==> config.mk <==
export PLATFORM = sky130hd
export DESIGN_NAME = comp_pipe
export DESIGN_NICKNAME = d
export VERILOG_FILES = /design/src/rtl/comp_pkg.sv /design/src/rtl/comp_lane.sv /design/src/rtl/comp_pipe.sv
export SDC_FILE = /design/constraint.sdc
export NUM_CORES = 1
export LEC_CHECK = 0
export CAP_MARGIN = 25
export CORE_MARGIN = 5
export CORE_UTILIZATION = 49
export DETAILED_ROUTE_END_ITERATION = 8
export GPL_ROUTABILITY_DRIVEN = 1
export HOLD_SLACK_MARGIN = 0.1
export PLACE_DENSITY = 0.87
export SLEW_MARGIN = 20
export SYNTH_ARGS = -nofsm -noshare
export SYNTH_HDL_FRONTEND = slang
export SYNTH_SLANG_ARGS = --single-unit
==> constraint.sdc <==
create_clock -name Clk -period 4.3 [get_ports Clk]
set_input_delay 0.86 -clock Clk [delete_from_list [all_inputs] [get_ports Clk]]
set_output_delay 0.86 -clock Clk [all_outputs]
set_load 0.1 [all_outputs]
==> src/rtl/comp_pkg.sv <==
// rtl/comp_pkg.sv - shared constants for the pipelined multi-lane comparator
package comp_pkg;

    localparam int DEF_DATAWIDTH = 8;
    localparam int DEF_LANES     = 4;
    localparam int DEF_CNTWIDTH  = 16;

    // One-hot lane result encoding produced by comp_lane
    localparam logic [2:0] FLAG_LT = 3'b001;
    localparam logic [2:0] FLAG_EQ = 3'b010;
    localparam logic [2:0] FLAG_GT = 3'b100;

endpackage

==> src/rtl/comp_lane.sv <==
// rtl/comp_lane.sv - combinational signed/unsigned compare of one operand lane
module comp_lane
    import comp_pkg::*;
#(
    parameter int DATAWIDTH = DEF_DATAWIDTH
) (
    input  logic [DATAWIDTH-1:0] a,
    input  logic [DATAWIDTH-1:0] b,
    input  logic                 signed_mode,
    output logic [2:0]           flags
);

    // Equality is mode independent; ordering uses the lane's own width only
    always_comb begin
        flags = FLAG_EQ;
        if (a != b) begin
            if (signed_mode) begin
                flags = ($signed(a) > $signed(b)) ? FLAG_GT : FLAG_LT;
            end else begin
                flags = (a > b) ? FLAG_GT : FLAG_LT;
            end
        end
    end

endmodule

==> src/rtl/comp_pipe.sv <==
// rtl/comp_pipe.sv - two-stage multi-lane comparator with handshake and all-equal counter
module comp_pipe
    import comp_pkg::*;
#(
    parameter int DATAWIDTH = DEF_DATAWIDTH,
    parameter int LANES     = DEF_LANES,
    parameter int CNTWIDTH  = DEF_CNTWIDTH
) (
    input  logic                       Clk,
    input  logic                       Rst,
    input  logic                       in_valid,
    output logic                       in_ready,
    input  logic                       signed_mode,
    input  logic [LANES*DATAWIDTH-1:0] a,
    input  logic [LANES*DATAWIDTH-1:0] b,
    output logic                       out_valid,
    input  logic                       out_ready,
    output logic [LANES-1:0]           gt,
    output logic [LANES-1:0]           lt,
    output logic [LANES-1:0]           eq,
    output logic                       all_eq,
    output logic                       any_gt,
    input  logic                       clr_cnt,
    output logic [CNTWIDTH-1:0]        eq_cnt
);

    localparam logic [CNTWIDTH-1:0] CNT_MAX = '1;

    logic [LANES-1:0] c_gt;
    logic [LANES-1:0] c_lt;
    logic [LANES-1:0] c_eq;

    logic             s1_valid;
    logic [LANES-1:0] s1_gt;
    logic [LANES-1:0] s1_lt;
    logic [LANES-1:0] s1_eq;
    logic             s2_valid;

    logic             s2_load;
    logic             s1_load;
    logic             accept;
    logic             drop;

    genvar gi;
    generate
        for (gi = 0; gi < LANES; gi++) begin : g_lane
            logic [2:0] flags;
            comp_lane #(.DATAWIDTH(DATAWIDTH)) u_lane (
                .a           (a[gi*DATAWIDTH +: DATAWIDTH]),
                .b           (b[gi*DATAWIDTH +: DATAWIDTH]),
                .signed_mode (signed_mode),
                .flags       (flags)
            );
            assign c_gt[gi] = |(flags & FLAG_GT);
            assign c_lt[gi] = |(flags & FLAG_LT);
            assign c_eq[gi] = |(flags & FLAG_EQ);
        end
    endgenerate

    // A stage may load when it is empty or its content moves on this cycle;
    // out_ready ripples straight through to in_ready, so a full pipe keeps streaming
    always_comb begin
        s2_load  = !s2_valid || out_ready;
        s1_load  = !s1_valid || s2_load;
        in_ready = s1_load && !Rst;
        accept   = in_valid && in_ready;
        drop     = s2_valid && out_ready;
    end

    assign out_valid = s2_valid;

    // S1: capture lane flags with the beat, so later signed_mode changes cannot touch it
    always_ff @(posedge Clk) begin
        if (Rst) begin
            s1_valid <= 1'b0;
            s1_gt    <= '0;
            s1_lt    <= '0;
            s1_eq    <= '0;
        end else if (s1_load) begin
            s1_valid <= accept;
            if (accept) begin
                s1_gt <= c_gt;
                s1_lt <= c_lt;
                s1_eq <= c_eq;
            end
        end
    end

    // S2: register lane flags and the lane reductions; holds while stalled
    always_ff @(posedge Clk) begin
        if (Rst) begin
            s2_valid <= 1'b0;
            gt       <= '0;
            lt       <= '0;
            eq       <= '0;
            all_eq   <= 1'b0;
            any_gt   <= 1'b0;
        end else if (s2_load) begin
            s2_valid <= s1_valid;
            if (s1_valid) begin
                gt     <= s1_gt;
                lt     <= s1_lt;
                eq     <= s1_eq;
                all_eq <= &s1_eq;
                any_gt <= |s1_gt;
            end
        end
    end

    // Saturating count of delivered all-equal beats; clear beats a same-cycle increment
    always_ff @(posedge Clk) begin
        if (Rst || clr_cnt) begin
            eq_cnt <= '0;
        end else if (drop && all_eq && (eq_cnt != CNT_MAX)) begin
            eq_cnt <= eq_cnt + 1'b1;
        end
    end

endmodule

# After elaboration in Yosys (flattened, before gate mapping)
# Cells that the tools add are included.
dict set report totals {
  regBits 44
  input_bits 70
  out_inout_bits 32
  elab_cells 56
}
dict set report op_classes {
  addsub 1
  order_cmp 8
  n_eq_ne 5
  mux 16
  reduce_logical 15
}
# op count
set op_table {}
lappend op_table {{$gt A8 B8 Y1} 8}
lappend op_table {{$mux W3} 16}
lappend op_table {{$ne A8 B8 Y1} 4}
lappend op_table {{$add A16 B1 Y16 const B} 1}
lappend op_table {{$ne A16 B16 Y1 const B} 1}
lappend op_table {{$logic_and A1 B1 Y1} 5}
lappend op_table {{$reduce_and A2 Y1} 2}
lappend op_table {{$reduce_and A4 Y1} 1}
lappend op_table {{$reduce_or A4 Y1} 1}
lappend op_table {{$logic_not A1 Y1} 3}
lappend op_table {{$logic_or A1 B1 Y1} 3}

# Longest topological paths before layout
# Gate-level depths: netlist of the first run.
dict set report depth {
  depth_word 6
  depth_mapped 6
  ltp_nobuf 6
}

# Cells and area by module
# From an unflattened synthesis of the first run, not the netlist that was laid out.
dict set report unflattened {
  hier_cells 347
  area_unflattened_um2 2847.7
}
# module instances cells_per_inst area_each_um2
set modules_own_cells {}
lappend modules_own_cells {comp_pipe 1 211 1871.8}
lappend modules_own_cells {comp_lane 4 34 244.0}

# Least setup slack after synthesis of the first run
# No wires, ideal clock.
dict set report synth_timing {
  path_kind {in2out}
  from {input port Rst}
  to {output port in_ready}
  arrival_ps 2888
  path_slack_ps 552
  cell_stages 4
  n_path_buf 3
  path_cell_list {clkbuf_1 > clkbuf_1 > clkbuf_1 > a21oi_1}
}
dict set report synth_via {
  elab_chain_cells 2
}
# element line_no
set synth_rtl {}
lappend synth_rtl {{start: declaration} comp_pipe.sv:10} ;# input logic Rst,
lappend synth_rtl {{$logic_not A1 Y1} comp_pipe.sv:65} ;# in_ready = s1_load && !Rst;
lappend synth_rtl {{$logic_and A1 B1 Y1} comp_pipe.sv:65}
lappend synth_rtl {{end: declaration} comp_pipe.sv:12} ;# output logic in_ready,
# No other way between the ends.

# Final worst setup path of the first run
dict set report layout_timing {
  from {register eq_cnt[2]}
  to {output port eq_cnt[2]}
}
# element line_no
set layout_lines {}
lappend layout_lines {{start: declaration} comp_pipe.sv:24} ;# output logic [CNTWIDTH-1:0] eq_cnt
lappend layout_lines {{start signal: assignment} comp_pipe.sv:115} ;# eq_cnt <= eq_cnt + 1'b1;
# No word-level cell between the ends.

==> out/results.txt, run 1 <==
CP Capture Type: output pin
post-synth cell types: 41
Syn Std Cell Area: 2806 um2
final setup TNS: 0 ns
gpl congestion: 0.8751
Die ar.: 7341 um2
multi-input logic area: 1727 um2
GRT Total Usage: 18.45%
NetSw: 0.2663 mW
postcts setup bufs: 0
WL per Instance: 13.43 um
Port-buffer cells: 101
critical path required time: 3.44 ns
total CTS buffers: 5
Leakage: 1.610 nW
family with the most delay on the worst path: buffers and inverters
synth top area cells: dfxtp_1 31%, ha_1 15%, nand2_1 7.6%, a21oi_1 7.0%, inv_1 5.1%
Reg2Reg Depth: 5
Final Critical Period: 2.854 ns
final core occ: 71.68%
FILL cells: 442
min-delay worst type: reg2reg
Worst R2R Start: eq_cnt[0]
Ant. Diodes: 0
Final period util: 66.36%
FF+latch count, synth: 44
HP Start: s1_lt[0]
DP Cell Count: 507
syn_nets: 447
startpoint types: register
vias per std cell: 5.467
CTS Root Cell: clkbuf_8
detailed placement HPWL: 5.656 mm
via count: 2,821
Avg Cell Area, Syn: 8.158 um2
Worst Tran Pin Value: 1.016 ns
GRT overflow: 0
CTS resizes: 0
wire length on met1: 2.786 mm
power density cells: 245.3 nW/um2
Async S/R FF share, synth: 0%
First DRT Iteration DRCs: 111
first-pass GRT wire length: 11.32 mm
CP max stage delay: 1.20 ns
Setup violations, final: 0
max-cap violation count: 0
Seq/Total Area, Yosys: 31.39%
Hold Vio Cnt, Final: 0
CP Cell Sequence: clkdlybuf4s50_1
First-pass DRT Iterations: 4
crit path kind: reg2out
Sw Share: 27.33%
CTS tree: done
effective utilization at floorplan: 50.65%
Setup crit start: eq_cnt[2]
clock sinks: 44
fmax: 350.4 MHz
top_reg_cell synth: dfxtp_1
Hold Crit Depth: 2
arrival time worst endpoint: 1.99 ns
Clk Latency, worst-skew pair: 0.30 ns
Nets: 546
cts hold-fix bufs: 0
area growth from synthesis to layout: 41.51%
yosys warns: 0
slowest cell on the critical path: clkdlybuf4s50_1
Bufs on Longest Clock Path: 2
height of the chip: 85.68 um
antenna violations before repair: 0
core area: 5540 um2
DRC Markers: 0
met2 routed WL: 3.370 mm
share of cells above drive strength 1: 3.829%
peak supply drop: 120.4 uV
IO Pins: 102
Yosys top cell area share: 31.39%
# H-tree levels: 2
Critical Path Fanout Max: 8
Reg power frac: 44.6%
EDFF count, synth: 0
WP depth: 1
met3 WL post-DR: 723 um
RSZ-0062 raised after global routing: false
Tot Pwr: 0.9743 mW
clk_skew: 0.004809 ns
Register Area: 880.8 um2
Syn Inst Count: 344
internal power: 0.7080 mW
clk slew on worst S/H paths: 0.08 ns
Finished Layout Cells: 516
Final Max Tran Viols: 0
Routed WL: 6.929 mm
Hold WS: 0.4598 ns
Top Layer Used: met4
outcome: finished clean
clock network power share: 31.8%
Worst slew margin: 32.07%
post-route ant nets: 0
vias in the first global route: 2,649
die width: 85.68 um
Worst Path Buf+Inv: 1
row cnt: 27
largest net degree at the start of global routing: 28
largest area contributor in the netlist: dfxtp_1
combinational share of power: 23.7%
## power groups by stage
stage	combinational (mW)	clock, mW	sequential (mW)
2_1_floorplan	0.0981	0	0.475
3_3_place_gp	0.225	0	0.443
3_5_place_dp	0.230	0	0.444
4_1_cts	0.231	0.315	0.434
5_1_grt	0.254	0.338	0.437
6_report	0.230	0.309	0.434
## synth_stat cells, types with 5 or more instances
library cell and instances:
nor2_1 11, nand4_1 10, mux2i_1 11, inv_1 38, nand3_1 7, nand3b_1 7
nand2_1 57, or4_1 5, ha_1 33, dfxtp_1 44, o21ai_1 7, clkbuf_1 9
or3_1 7, nand2b_1 5, a21oi_1 39, o41ai_1 5
## registers in the layout (all words and copies together), names as in the netlist
signal / cells
all_eq: 1
any_gt: 1
eq: 4
eq_cnt: 16
gt: 4
lt: 4
out_valid: 1
s1_eq: 4
s1_gt: 4
s1_lt: 4
s1_valid: 1
## area by class of cell
class | instances | share of cell area, %
clock inverters | 2 | 0.8822
clock buffers | 6 | 1.827
flip-flops and latches | 44 | 22.18
multi-input cells | 251 | 43.48
inverters | 38 | 3.592
well taps | 72 | 2.268
repair buffers | 103 | 25.77
## cell families (layout without fill, tap and decap cells)
group,count (synthesis),in the layout,synth area share (%)
flip-flops,44,44,31.39
adder cells (fa/ha/maj),33,33,14.71
AO/OA/AOI/OAI,80,80,19.26
AND/OR/NAND/NOR,127,127,23.63
buffers and inverters,49,149,7.089
multiplexers,11,11,3.923
## worst paths after layout
kind	to	slack, ns
worst min-delay path	lt[0]	0.46
worst min register to register	lt[0]	0.46
worst max register to register	eq_cnt[14]	2.45
worst max-delay path	eq_cnt[2]	1.45
## layout by cell type (no fill, tap or decap), drive strengths merged, types with 11 or more instances in the layout
| master | n |
|---|---|
| mux2i | 11 |
| inv | 38 |
| a21oi | 39 |
| clkdlybuf4s50 | 100 |
| nor2 | 11 |
| ha | 33 |
| nand4 | 11 |
| dfxtp | 44 |
| nand2 | 57 |
## routing by layer
metal / GRT usage [%] / vias to the layer above
met5: 0 / -
met3: 6.148 / 5
li1: - / 1436
met1: 20.55 / 1262
met4: 2.878 / 0
met2: 34.46 / 118
## through the flow
stage	worst slack (ns)	cell area [um2]
floorplan	0.5518	2806
CTS	1.447	3964
global placement	1.517	3856
detailed placement	1.492	3856
global route	1.400	3971
finish	1.446	3971
No activity file was read; power rests on OpenSTA's default activity.
==> run 2: changes to the inputs <==
- CORE_UTILIZATION: 49 -> 45
- PLACE_DENSITY: 0.87 -> 0.81
- clock period: 4.3 -> 2.9 ns (I/O delays scaled with it)
==> out/results.txt, run 2 (synthesized netlist as in run 1, its figures left out) <==
Top reg by flops: eq_cnt
clk slew on worst S/H paths: 0.08 ns (about the same)
First DRT Iteration DRCs: 98 (-12%)
final core occ: 65.69% (-6.0 points)
core area: 5991 um2 (+8.1%)
postcts setup bufs: 0 (unchanged)
arrival time worst endpoint: 2.44 ns (+0.45 ns)
number of flip-flops under the largest register name: 16 (unchanged)
share of cells above drive strength 1: 11.46% (+7.6 points)
Critical Path Fanout Max: 4 (-4)
clk_skew: 0.005125 ns (+0.0003167 ns)
hold path endpoint: lt[1]
FILL cells: 505 (+14%)
startpoint types: input pin
GRT overflow: 0 (unchanged)
Hold Vio Cnt, Final: 0 (unchanged)
area growth from synthesis to layout: 40.21%
RSZ-0062 raised after global routing: false
CTS Root Cell: clkbuf_8
WL per Instance: 14.05 um (+4.6%)
max-cap violation count: 0 (unchanged)
placed cell area: 3814 um2 (-1.1%)
largest net degree at the start of global routing: 16 (-43%)
min-delay worst type: reg2reg
via count: 2,767 (-1.9%)
total CTS buffers: 5 (unchanged)
Final Max Tran Viols: 0 (unchanged)
post-route ant nets: 0 (unchanged)
vias per std cell: 5.321 (-2.7%)
cts hold-fix bufs: 0 (unchanged)
DRC Markers: 0 (unchanged)
outcome: finished clean
Worst Tran Pin Value: 0.8734 ns (-0.1423 ns)
FF-to-FF setup slack: 1.04 ns (-1.41 ns)
Register Area: 880.8 um2 (unchanged)
Port-buffer cells: 101 (unchanged)
commonest non-fill, non-tap cell in the layout: clkdlybuf4s50_1
First-pass DRT Iterations: 4 (unchanged)
die width: 88.97 um (+3.8%)
multi-input logic area: 1730 um2 (+0.22%)
height of the chip: 88.97 um (+3.8%)
Final Critical Period: 2.247 ns
IO Pins: 102 (unchanged)
GRT Total Usage: 19.22% (+0.77 points)
detailed placement HPWL: 6.072 mm (+7.4%)
Worst slew margin: 41.65% (+9.6 points)
# H-tree levels: 2 (unchanged)
critical path required time: 3.09 ns (-0.35 ns)
first-pass GRT wire length: 12.26 mm (+8.4%)
effective utilization at floorplan: 46.85% (-3.8 points)
Reg2Reg Depth: 5 (unchanged)
slowest cell on the critical path: or4_1
family with the most delay on the worst path: buffers and inverters
crit path kind: in2reg
cell area after layout: 3935 um2 (-0.91%)
Ant. Diodes: 0 (unchanged)
Die ar.: 7916 um2 (+7.8%)
clock sinks: 44 (unchanged)
CP max stage delay: 0.47 ns (-0.73 ns)
CTS tree: done
Clk Latency, worst-skew pair: 0.30 ns (about the same)
Setup violations, final: 0 (unchanged)
CP Cell Sequence: clkdlybuf4s50_1 > inv_1 > ha_1 > mux2i_1 > o21ai_1 > or4_1 > a32o_1
vias in the first global route: 2,749 (+3.8%)
Worst R2R Start: eq_cnt[0]
Nets: 547 (+0.18%)
Bufs on Longest Clock Path: 2 (unchanged)
gpl congestion: 0.8113 (-7.3%)
Hold Crit Depth: 2 (unchanged)
CP Capture Type: register
HP Start: lt[1]
antenna violations before repair: 0 (unchanged)
most frequent cells in the layout: 69 x clkdlybuf4s50_1, 57 x nand2_1, 44 x dfxtp_1
row cnt: 28 (+3.7%)
R2R Path End: eq_cnt[14]
power density cells: 377.3 nW/um2 (+54%)
Final period util: 77.50%
Leakage: 1.688 nW (+4.9%)
final setup TNS: 0 ns (unchanged)
peak supply drop: 204.7 uV (+70%)
fmax: 444.9 MHz
Routed WL: 7.304 mm (+5.4%)
CTS resizes: 0 (unchanged)
Worst Path Buf+Inv: 2 (+1)
==> run 2: how the worst max path moves through the flow <==
stage	start	end	slack, ns	cells past startpoint
2_1_floorplan	Rst	in_ready	0.33	4
3_3_place_gp	b[7]	s1_gt[0]	0.40	7
3_5_place_dp	b[23]	s1_gt[2]	0.36	7
4_1_cts	b[23]	s1_gt[2]	0.66	7
5_1_grt	out_ready	in_ready	0.54	4
6_report	b[23]	s1_gt[2]	0.65	7
==> run 2: worst register-to-register path: stages (launching register included) <==
cell and delay (ns):
dfxtp_1 0.41, ha_1 0.29, nand3_1 0.24, or3_4 0.41, o31a_1 0.25, o21a_1 0.18
==> run 2: where the power goes <==
group	switching (mW)	internal [mW]
Sequential	0.0170	0.627
Clock	0.214	0.282
Combinational	0.177	0.168
==> run 2: final cells by class <==
| cell class | count | share of cell area [%] |
|---|---|---|
| multi-input cells | 251 | 43.97 |
| flip-flops and latches | 44 | 22.38 |
| well taps | 75 | 2.385 |
| inverters | 38 | 3.625 |
| clock inverters | 2 | 0.9857 |
| repair buffers | 104 | 24.55 |
| clock buffers | 6 | 2.099 |
==> run 2: through the flow <==
step | hold slack (ns) | std cells | setup WS (ns) | total power, mW
after floorplan | 0.4316 | 344 | 0.3349 | 0.8510
after global placement | 0.4412 | 512 | 0.3963 | 0.9955
after detailed placement | 0.4482 | 512 | 0.3561 | 1.004
after CTS | 0.4594 | 520 | 0.6561 | 1.497
after global routing | 0.4789 | 520 | 0.5444 | 1.557
final | 0.4610 | 520 | 0.6525 | 1.485
==> run 2: per-layer routing <==
layer	part of all wire, %	vias to the layer above	global-route usage (%)	routed length (um)
met5	0	-	0	0
met4	0.99	0	4.736	72
met3	8.9	6	5.161	653
met2	50	88	35.83	3653
met1	40	1236	21.64	2924
li1	-	1437	-	-
==> run 3: changes to the inputs <==
- clock period: 2.9 -> 2.15 ns (I/O delays scaled with it)
==> out/results.txt, run 3 (synthesized netlist as in run 1, its figures left out) <==
Final Critical Period: 2.057 ns
first-pass GRT wire length: 12.74 mm (+3.9%)
Worst Tran Pin Value: 0.9277 ns (+0.05429 ns)
Leakage: 1.803 nW (+6.8%)
startpoint types: input pin
Worst slew margin: 38.03% (-3.6 points)
row cnt: 28 (unchanged)
FILL cells: 511 (+1.2%)
FF-to-FF setup slack: 0.44 ns (-0.60 ns)
Final Max Tran Viols: 0 (unchanged)
Top reg by flops: eq_cnt
postcts setup bufs: 0 (unchanged)
Worst R2R Start: eq_cnt[0]
Routed WL: 7.701 mm (+5.4%)
height of the chip: 88.97 um (unchanged)
outcome: finished clean
vias per std cell: 5.423 (+1.9%)
CP max stage delay: 0.47 ns (about the same)
Register Area: 898.4 um2 (+2.0%)
DP Cell Count: 534 (+4.3%)
Nets: 569 (+4.0%)
vias in the first global route: 2,975 (+8.2%)
# H-tree levels: 2 (unchanged)
CTS tree: done
First-pass DRT Iterations: 4 (unchanged)
CP Cell Sequence: clkdlybuf4s50_1 > inv_1 > ha_1 > mux2i_1 > o21ai_1 > or4_1 > a32o_1
CP Capture Type: register
core area: 5991 um2 (unchanged)
Die ar.: 7916 um2 (unchanged)
max-cap violation count: 0 (unchanged)
cell area after layout: 4158 um2 (+5.7%)
total CTS buffers: 5 (unchanged)
Reg power frac: 42.8% (-0.6 points)
placed cell area: 4004 um2 (+5.0%)
cts hold-fix bufs: 0 (unchanged)
GRT Total Usage: 19.84% (+0.62 points)
min-delay worst type: reg2reg
arrival time worst endpoint: 2.25 ns (-0.19 ns)
multi-input logic area: 1775 um2 (+2.6%)
CTS resizes: 0 (unchanged)
Ant. Diodes: 0 (unchanged)
WL per Instance: 14.21 um (+1.2%)
gpl congestion: 0.8664 (+6.8%)
area growth from synthesis to layout: 48.15%
combinational share of power: 25.4% (+2.1 points)
antenna violations before repair: 0 (unchanged)
HP Start: gt[0]
internal power: 1.457 mW (+35%)
effective utilization at floorplan: 46.85% (unchanged)
Clk Latency, worst-skew pair: 0.30 ns (about the same)
clock network power share: 31.8% (-1.6 points)
share of cells above drive strength 1: 19.27% (+7.8 points)
power density cells: 488.3 nW/um2 (+29%)
peak supply drop: 283.2 uV (+38%)
fmax: 486.2 MHz
CTS Root Cell: clkbuf_8
clk slew on worst S/H paths: 0.09 ns (about the same)
via count: 2,939 (+6.2%)
Final period util: 95.67%
NetSw: 0.5736 mW (+41%)
number of flip-flops under the largest register name: 16 (unchanged)
detailed placement HPWL: 6.341 mm (+4.4%)
post-route ant nets: 0 (unchanged)
Setup crit start: b[31]
die width: 88.97 um (unchanged)
Setup violations, final: 0 (unchanged)
First DRT Iteration DRCs: 127 (+30%)
Critical Path Fanout Max: 4 (unchanged)
Bufs on Longest Clock Path: 2 (unchanged)
DRC Markers: 0 (unchanged)
Sw Share: 28.25% (+0.76 points)
slowest cell on the critical path: or4_1
crit path kind: in2reg
largest net degree at the start of global routing: 16 (unchanged)
Finished Layout Cells: 542 (+4.2%)
commonest non-fill, non-tap cell in the layout: clkdlybuf4s50_1
GRT overflow: 0 (unchanged)
Hold Vio Cnt, Final: 0 (unchanged)
clock sinks: 44 (unchanged)
Port-buffer cells: 101 (unchanged)
critical path required time: 2.35 ns (-0.74 ns)
most frequent cells in the layout: 69 x clkdlybuf4s50_1, 57 x nand2_1, 56 x buf_4
clk_skew: 0.008576 ns (+0.003451 ns)
IO Pins: 102 (unchanged)
[run 3: cell count changes in the layout (fill, tap and decap cells not counted)]
cell,before,now
buf_4,34,56
dfxtp_1,44,30
dfxtp_2,0,14
ha_1,33,30
ha_4,0,3
a21oi_2,1,0
a21oi_4,0,1
clkbuf_8,6,5
clkinv_4,1,2
[run 3: area by class of cell]
cell class	instances	share of cell area, %
Multi-Input combinational cell	251	42.70
Timing Repair Buffer	126	27.20
Sequential cell	44	21.61
Inverter	38	3.431
Tap cell	75	2.257
Clock buffer	5	1.655
Clock inverter	3	1.144
[run 3: routing by layer]
metal	wire length, um	up-vias	track usage [%]
li1	-	1476	-
met1	3055	1352	21.68
met2	3890	103	37.25
met3	664	8	5.530
met4	91	0	5.683
met5	0	-	0
[run 3: per-stage QoR]
step	util (%)	power (mW)	setup slack, ns	TNS [ns]	hold slack, ns
after detailed placement	66.83	1.390	-0.2547	-1.279	0.4528
after global routing	69.40	2.130	-0.0001832	-0.0001832	0.4936
final	69.40	2.030	0.09317	0	0.4641
after global placement	66.83	1.376	-0.1997	-1.024	0.4429
after floorplan	-	1.149	-0.02407	-0.04814	0.4316
after CTS	68.78	2.028	0.05853	0	0.4586
[run 3: final timing paths]
kind	cells past startpoint	to
worst max-delay path	7	s1_gt[3]
worst min-delay path	2	gt[0]
worst max register to register	5	eq_cnt[14]
worst min register to register	2	gt[0]
[run 3: power groups by stage]
stage / clock, mW / sequential (mW) / combinational (mW)
finish: 0.646 / 0.869 / 0.515
global route: 0.688 / 0.873 / 0.569
CTS: 0.653 / 0.868 / 0.507
detailed placement: 0 / 0.887 / 0.503
global placement: 0 / 0.886 / 0.490
floorplan: 0 / 0.951 / 0.198
[run 3: worst max-delay path, delay by kind of cell]
family / cells / cell delay (ns)
buf+inv: 2 / 0.49
fa+ha+maj: 1 / 0.33
mux: 1 / 0.18
compound gates: 2 / 0.35
simple gates: 1 / 0.47
